[config.mk]
export PLATFORM = sky130hd
export DESIGN_NAME = ex_muldiv_unit
export DESIGN_NICKNAME = d
export VERILOG_FILES = /design/src/rtl/pipeline_pkg.sv /design/src/rtl/ex_muldiv_unit_step.sv /design/src/rtl/ex_muldiv_unit.sv
export SDC_FILE = /design/constraint.sdc
export NUM_CORES = 1
export LEC_CHECK = 0
export CORE_MARGIN = 3
export CORE_UTILIZATION = 53
export DETAILED_ROUTE_END_ITERATION = 10
export GPL_ROUTABILITY_DRIVEN = 0
export PLACE_DENSITY = 0.76
export SKIP_CTS_REPAIR_TIMING = 1
export SLEW_MARGIN = 10
export SYNTH_ARGS = -nofsm -noshare
export SYNTH_HDL_FRONTEND = slang
export SYNTH_SLANG_ARGS = --single-unit
[constraint.sdc]
create_clock -name clk -period 9.91 [get_ports clk]
set_input_delay 1.982 -clock clk [delete_from_list [all_inputs] [get_ports clk]]
set_output_delay 1.982 -clock clk [all_outputs]
set_load 0.02 [all_outputs]
[src/rtl/pipeline_pkg.sv]
// Shared pipeline types for the EX-stage multiply/divide unit.
package pipeline_pkg;

  localparam int XLEN = 64;

  typedef enum logic [1:0] {
    MUL   = 2'b00,
    MULHU = 2'b01,
    DIVU  = 2'b10,
    REMU  = 2'b11
  } muldiv_op_t;

  typedef enum logic [1:0] {
    IDLE = 2'b00,
    BUSY = 2'b01,
    DONE = 2'b10
  } muldiv_state_t;

endpackage

[src/rtl/ex_muldiv_unit_step.sv]
// One iteration of the shift-add multiplier or restoring divider on the
// 2*XLEN work register.
module muldiv_step #(
  parameter int XLEN = 64
) (
  input  logic [2*XLEN-1:0] p_in,
  input  logic [XLEN-1:0]   b_in,
  input  logic              is_div,
  output logic [2*XLEN-1:0] p_out
);

  logic [XLEN:0]     add_sum;
  logic [2*XLEN-1:0] p_shl;
  logic [XLEN:0]     rem_wide;
  logic [XLEN-1:0]   rem_diff;

  always_comb begin
    add_sum  = {1'b0, p_in[2*XLEN-1:XLEN]} + (p_in[0] ? {1'b0, b_in} : '0);
    p_shl    = {p_in[2*XLEN-2:0], 1'b0};
    // The bit shifted out of the top must take part in the compare.
    rem_wide = {p_in[2*XLEN-1], p_shl[2*XLEN-1:XLEN]};
    rem_diff = rem_wide[XLEN-1:0] - b_in;

    if (is_div) begin
      p_out = p_shl;
      if (rem_wide >= {1'b0, b_in}) begin
        p_out[2*XLEN-1:XLEN] = rem_diff;
        p_out[0]             = 1'b1;
      end
    end else begin
      p_out = {add_sum, p_in[XLEN-1:1]};
    end
  end

endmodule

[src/rtl/ex_muldiv_unit.sv]
// Multi-cycle unsigned MUL/MULHU/DIVU/REMU unit in EX; stalls IF/ID and
// ID/EX while iterating one bit per cycle.
//
// state | meaning
// IDLE  | waiting for a muldiv instruction in ID/EX
// BUSY  | iterating, one bit per cycle for XLEN cycles
// DONE  | result presented to EX/MEM for one cycle
module ex_muldiv_unit #(
  parameter int XLEN  = 64,
  parameter int CNT_W = 6
) (
  input  logic            clk,
  input  logic            rst,
  input  logic            start_in,
  input  logic [1:0]      op_in,
  input  logic [XLEN-1:0] rs1Data_in,
  input  logic [XLEN-1:0] rs2Data_in,
  input  logic [4:0]      rd_in,
  input  logic            flush_in,
  output logic            stall_out,
  output logic            done_out,
  output logic [XLEN-1:0] result_out,
  output logic [4:0]      rd_out,
  output logic            RegWrite_out
);
  import pipeline_pkg::*;

  localparam int PW = 2 * XLEN;
  localparam logic [CNT_W-1:0] CNT_LAST = CNT_W'(XLEN - 1);

  muldiv_state_t    state_q, state_d;
  logic [CNT_W-1:0] cnt_q, cnt_d;
  logic [PW-1:0]    p_q, p_d, p_step;
  muldiv_op_t       op_q, op_d;
  logic [4:0]       rd_q, rd_d;
  logic [XLEN-1:0]  b_q, b_d;
  logic [XLEN-1:0]  res_q, res_d, res_calc;
  logic             div0_q, div0_d;
  logic             accept;
  logic             in_div0;
  logic             op_is_div;

  assign accept    = (state_q == IDLE) && start_in && !flush_in;
  assign in_div0   = op_in[1] && (rs2Data_in == '0);
  assign op_is_div = (op_q == DIVU) || (op_q == REMU);

  muldiv_step #(.XLEN(XLEN)) u_step (
    .p_in   (p_q),
    .b_in   (b_q),
    .is_div (op_is_div),
    .p_out  (p_step)
  );

  always_ff @(posedge clk or posedge rst) begin
    if (rst) state_q <= IDLE;
    else     state_q <= state_d;
  end

  always_comb begin
    state_d = state_q;
    if (flush_in) begin
      state_d = IDLE;
    end else begin
      case (state_q)
        IDLE:    if (start_in) state_d = in_div0 ? DONE : BUSY;
        BUSY:    if (cnt_q == CNT_LAST) state_d = DONE;
        DONE:    state_d = IDLE;
        default: state_d = IDLE;
      endcase
    end
  end

  always_comb begin
    stall_out    = !rst && (accept || ((state_q == BUSY) && !flush_in));
    done_out     = !rst && (state_q == DONE) && !flush_in;
    RegWrite_out = done_out;
    result_out   = done_out ? res_calc : res_q;
    rd_out       = rd_q;
  end

  // Divide by zero skips BUSY, so P still holds {0, A} in DONE.
  always_comb begin
    case (op_q)
      MUL:     res_calc = p_q[XLEN-1:0];
      MULHU:   res_calc = p_q[PW-1:XLEN];
      DIVU:    res_calc = div0_q ? '1 : p_q[XLEN-1:0];
      REMU:    res_calc = div0_q ? p_q[XLEN-1:0] : p_q[PW-1:XLEN];
      default: res_calc = p_q[XLEN-1:0];
    endcase
  end

  always_comb begin
    cnt_d  = cnt_q;
    p_d    = p_q;
    op_d   = op_q;
    rd_d   = rd_q;
    b_d    = b_q;
    div0_d = div0_q;
    res_d  = res_q;
    if (accept) begin
      op_d   = muldiv_op_t'(op_in);
      rd_d   = rd_in;
      b_d    = rs2Data_in;
      p_d    = {{XLEN{1'b0}}, rs1Data_in};
      cnt_d  = '0;
      div0_d = in_div0;
    end else if ((state_q == BUSY) && !flush_in) begin
      p_d   = p_step;
      cnt_d = cnt_q + 1'b1;
    end
    if (done_out) res_d = res_calc;
  end

  always_ff @(posedge clk or posedge rst) begin
    if (rst) begin
      cnt_q  <= '0;
      p_q    <= '0;
      op_q   <= MUL;
      rd_q   <= '0;
      b_q    <= '0;
      div0_q <= 1'b0;
      res_q  <= '0;
    end else begin
      cnt_q  <= cnt_d;
      p_q    <= p_d;
      op_q   <= op_d;
      rd_q   <= rd_d;
      b_q    <= b_d;
      div0_q <= div0_d;
      res_q  <= res_d;
    end
  end

endmodule

==> results of run 1 <==
-- metrics by stage --
step / cell area (µm²) / utilization
after floorplan: 20700 / -
final: 24100 / 0.633
after global placement: 23000 / 0.603
after CTS: 24100 / 0.633
after detailed placement: 23000 / 0.603
after global routing: 24100 / 0.633
-- cell families after synthesis --
family          after synthesis
fa+ha+maj                   131
simple gates                773
flops                       272
xor+xnor                    119
buf+inv                     279
compound gates              881
mux                          83
-- report_power, final --
part	switching, µW	leakage (µW)	total [µW]	internal [µW]
clock	511	0.000560	1310	794
sequential	446	0.00350	1950	1500
combinational	2830	0.00675	4760	1930
total	3790	0.0108	8010	4220
-- cell type report --
class,count,share of cell area
Tap cell,511,0.0265
Sequential cell,272,0.282
Clock buffer,50,0.0407
Inverter,109,0.0173
Multi-Input combinational cell,1987,0.533
Clock inverter,11,0.00700
Timing Repair Buffer,225,0.0929
-- worst register-to-register path, stage by stage, from the launching register on --
cell	delay [ps]
dfrtp_1	440
ha_1	430
a21o_1	230
o21bai_1	190
nor4_1	310
o21ai_1	250
o21ai_1	320
o2111ai_1	230
a31oi_4	980
buf_4	550
inv_2	310
nand2_1	590
o221ai_1	230
a22o_1	230
-- how the worst min path moves through the flow --
stage,startpoint,end,depth (start not counted)
after global placement,rd_out[4],rd_out[4],2
final,rd_out[1],rd_out[1],2
after floorplan,state_q[1],state_q[1],1
after detailed placement,rd_out[2],rd_out[2],2
after CTS,rd_out[1],rd_out[1],2
after global routing,res_q[38],res_q[38],2
-- state kept, by name, indices dropped and copies added, names as in the netlist --
signal / count
p_q: 128
res_q: 64
op_q: 2
rd_out: 5
div0_q: 1
cnt_q: 6
b_q: 64
state_q: 2
-- cell usage after synthesis, drive strengths merged (6+ instances only) --
master  number  area [µm²]
a221o       64         641
or3          9        56.3
a31oi       30         194
inv        108         405
nand3       45         225
o21a        17         128
a22o         7        61.3
a31o         6        52.6
or2          9        56.3
nor3        18        90.1
nand2b      11        68.8
nor2b       13        81.3
a21o        73         548
o31ai       10        85.1
xor2        41         359
dfrtp      272        6810
nor2       181         679
and4         9        81.3
ha         129        1610
clkbuf     136         510
xnor2       78         683
a22oi       17         128
mux2i       82         821
buf         34         176
a21boi       6        45.1
a21oi      186         946
and2        71         444
o21ai      271        1360
o211ai      26         195
o221ai      14         123
o21bai      23         173
nor4        24         150
o22ai       70         438
and3        17         106
nand2      313        1170
nand4       40         250
a211oi      14         110
-- routing by layer --
layer / up-vias / track usage
li1: 9434 / -
met1: 9602 / 0.444
met2: 1040 / 0.480
met3: 185 / 0.0600
met4: 2 / 0.138
met5: - / 0
==> results by group, run 1 <==
Status
  • Status: completed

Setup path
  • Crit path max-delay cell type: clkdlybuf4s50_1
  • CP Data Arrival Time: 4680 ps
  • WP depth: 5
  • Worst Reg2Reg Path Length in Cells: 13
  • Worst R2R Start: p_q[71]
  • Crit path to: result_out[30]
  • Critical path class: in2out
  • Largest fanout on the critical path: 129
  • Crit-path leading delay family: buffers and inverters
  • Buffers and inverters on the worst path: 3
  • Critical Path Sink Type: primary output
  • Startpoint types: primary input
  • CP most frequent cell: clkdlybuf4s50_1
  • Reg-to-Reg End: p_q[94]
  • R2R Setup Slk: 4520 ps
  • Worst Setup SP: rst
  • Required @ worst endpoint: 7930 ps
  • Max incr delay on CP: 660 ps
  • Crit path cell chain: clkdlybuf4s50_1 -> or4b_4 -> buf_4 -> o21ai_0 -> clkdlybuf4s50_1

Placement
  • Pre-CTS WS: 3210 ps
  • Placed cells: 3,104
  • IO Port Bufs: 210
  • Post-detail-place hpwl: 48.1 mm

Clocking
  • Htree depth: 2
  • CTS clk-pin slew, worst paths: 60 ps
  • Clk sinks: 272
  • Clk buf depth: 3
  • Clk_lat worst skew: 570 ps
  • CTS buffer count: 34
  • Root buf cell: clkbuf_16
  • CTS tree: yes

Yosys
  • Synth Flop Type: dfrtp_1
  • Register area share after synthesis: 0.329
  • Number of flops mapped to enable cells by yosys: 0
  • Xor/xnor share of the synthesized area: 0.0503
  • Async SR Flop Fraction: 1.00
  • Synth Register Bits: 272
  • Simple-gate share of the synthesized area: 0.173
  • Synth Instances: 2,538
  • Distinct cells, synth: 82
  • Syn_area_per_cell: 8.16 µm²
  • Multiplexer share of the synthesized area: 0.0402
  • Ys Warns: 0
  • Synthesized net count: 2,808
  • Post-synthesis compound-gate area fraction: 0.276
  • Largest family of logic cells by synthesized area: compound AO/OA/AOI/OAI gates
  • Synthesized area: 0.0207 mm²
  • Synth Area in Adders: 0.0799

Timing
  • Hold slack: 483 ps
  • Fin. Hold Viols: 0
  • Final setup violation count: 0
  • Final min period: 6660 ps
  • PnR worst setup slack: 3250 ps
  • Worst slew pin tran: 1180 ps
  • Clk_skew: 31.2 ps
  • Setup TNS: 0 ps
  • RSZ-0062 raised after global routing: false
  • Crit share post-route: 0.672
  • Max transition margin: 0.210
  • Slew Limit Fails: 0
  • Fmax achieved: 0.150 GHz

Die
  • Die Footprint: 0.0415 mm²
  • FP Rows: 71
  • Core Area: 0.0381 mm²
  • Die Wd: 204 µm
  • Top Ports: 211
  • Die H: 204 µm
  • Initial Util: 0.544

Pwr
  • Power per cell area: 332 mW/mm²
  • Tot Pwr: 8010 µW
  • Static Leak: 0.0108 µW
  • Max VDD drop: 0.170 mV

Detailed routing
  • Vias: 20,300
  • Met3 wire len: 6.47 mm
  • Avg Vias per Cell: 6.40
  • DRT iter0 DRCs: 2,280
  • Met2 Wirelength: 28.6 mm
  • Top Layer Used: met5
  • Avg WL per Cell: 21.1 µm
  • First-pass detailed-route iteration total: 6
  • Met1 wire length: 28.7 mm
  • Routed Wire Length: 66.8 mm
  • Drt drc: 0
  • Antenna Nets Post-Route: 0

Cells and area
  • Number of diodes: 0
  • Register area: 0.00681 mm²
  • Non-filler instance count after layout: 3,165
  • Most common cell after layout, fill and taps aside: nand2_1
  • Area Overhead vs Synth: 16.4%
  • Area of the multi-input gates: 0.0129 mm²
  • Layout cells sized above 1: 0.0388
  • Fillers: 3,230
  • Most frequent cells in the layout: nand2_1, dfrtp_1, o21ai_0
  • Post-layout net count: 2,899

Global route
  • First-pass GRT wire length: 107 mm
  • GRT Total Usage: 0.317
  • Grt total ovfl: 0
  • Vias in the first global route: 19,800
  • Initial antenna violation count: 1
  • Largest net degree at the start of global routing: 208

Worst hold path
  • Hold crit path type: reg2reg

Job
  • Max-Cap Viols: 0
(Power assumes the default switching activity.)
==> inputs of run 2 (changes only) <==
- CORE_UTILIZATION: 53 -> 55
- clock period: 9.91 -> 6.45 ns (I/O delays scaled with it)
==> run 2 against run 1 <==
Clock skew decreased by 8.4 ps. Sequential cell count stayed put. Power increased by 50%. Worst setup slack got worse by 2200 ps. First-iteration DRC count grew 9.7%. Critical path type unchanged. Critical endpoint is now result_out[41]. Highest routed layer is now met4.
==> results by group, run 2 (synthesis gave the netlist of run 1 again) <==
Status
  • Status: completed

Cells and area
  • Top reg by flops: p_q
  • Most frequent cells in the layout: nand2_1, dfrtp_1, o21ai_0
  • Most common cell after layout, fill and taps aside: nand2_1
  • Area Overhead vs Synth: 15.4%
  • Final Instance Area: 0.0239 mm²
  • Fillers: 3,144
  • Post-layout net count: 2,897
  • Largest regs: p_q: 128 flops, b_q: 64 flops, res_q: 64 flops
  • Layout cells sized above 1: 0.0371
  • Max reg flops: 128
  • Number of diodes: 0

Global route
  • Vias in the first global route: 19,300
  • First-pass GRT wire length: 103 mm
  • GRT Total Usage: 0.320
  • Initial antenna violation count: 0
  • Grt total ovfl: 0
  • Largest net degree at the start of global routing: 207

Pwr
  • Static Leak: 0.0107 µW
  • Power per cell area: 503 mW/mm²
  • Tot Pwr: 12,000 µW
  • Max VDD drop: 0.400 mV

Die
  • FP Rows: 70
  • Die Wd: 200 µm
  • Initial Util: 0.562
  • Top Ports: 211
  • Die Footprint: 0.0400 mm²
  • Die H: 200 µm
  • Core Area: 0.0369 mm²

Setup path
  • Largest fanout on the critical path: 74
  • Critical Path Sink Type: primary output
  • Startpoint types: primary input
  • Worst Setup SP: rst
  • Required @ worst endpoint: 5160 ps
  • Critical path class: in2out
  • CP Data Arrival Time: 4070 ps
  • Worst R2R Start: p_q[0]

Placement
  • Post-detail-place hpwl: 47.4 mm
  • Placed Area: 0.0230 mm²
  • Pre-CTS WS: 1060 ps
  • IO Port Bufs: 210

Timing
  • Fin. Hold Viols: 0
  • PnR worst setup slack: 1090 ps
  • Setup TNS: 0 ps
  • Final min period: 5360 ps
  • Fmax achieved: 0.186 GHz
  • Slew Limit Fails: 0
  • RSZ-0062 raised after global routing: false
  • Final setup violation count: 0
  • Max transition margin: 0.185
  • Hold slack: 484 ps
  • Clk_skew: 22.7 ps
  • Crit share post-route: 0.832
  • Worst slew pin tran: 1220 ps

Worst hold path
  • Min-delay src: rd_out[1]
  • Hold crit path type: reg2reg

Clocking
  • Clk_lat worst skew: 600 ps
  • Clk buf depth: 3
  • CTS buffer count: 31
  • Root buf cell: clkbuf_16
  • Clk sinks: 272
  • CTS tree: yes
  • Htree depth: 1
  • CTS clk-pin slew, worst paths: 60 ps

Detailed routing
  • Routed Wire Length: 65.9 mm
  • Drt drc: 0
  • DRT iter0 DRCs: 2,501
  • Avg Vias per Cell: 6.40
  • Avg WL per Cell: 20.9 µm
  • Antenna Nets Post-Route: 0
  • Vias: 20,200
  • First-pass detailed-route iteration total: 6

Job
  • Max-Cap Viols: 0
[run 2: through the flow]
step	instances	util
finish	3149	0.648
global route	3149	0.648
CTS	3149	0.648
detailed placement	3098	0.623
global placement	3098	0.623
floorplan	2538	-
[run 2: cell type report]
type	instances	area (µm²)	share of cell area
clock inverters	6	33.8	0.00141
multi-input cells	1987	12900	0.538
repair buffers	226	2250	0.0940
flip-flops and latches	272	6810	0.285
inverters	109	413	0.0173
well taps	504	631	0.0264
clock buffers	45	908	0.0380
[run 2: critical path, cell delays in order]
cell and delay [ps]:
clkdlybuf4s50_1 470, or4b_4 870, buf_4 410, o21ai_0 310
clkdlybuf4s50_1 660
[run 2: report_power, final]
group,internal (µW),switching [µW],total (µW)
clock network,960,724,1680
registers,2310,705,3010
logic,2960,4360,7320
[run 2: per-layer routing]
metal / vias up / GRT usage / part of all wire
li1: 9430 / - / -
met3: 172 / 0.0718 / 0.11
met2: 1056 / 0.492 / 0.43
met4: 0 / 0.110 / 0.036
met5: - / 0 / 0
met1: 9496 / 0.450 / 0.43
[run 2: final timing paths]
check	end	slack, ps	depth (start not counted)
min reg2reg	rd_out[1]	480	2
max reg2reg	p_q[121]	1560	15
min in group asynchronous	res_q[1]	1060	2
max	result_out[41]	1090	5
min	rd_out[1]	480	2
max in group asynchronous	p_q[105]	3970	3
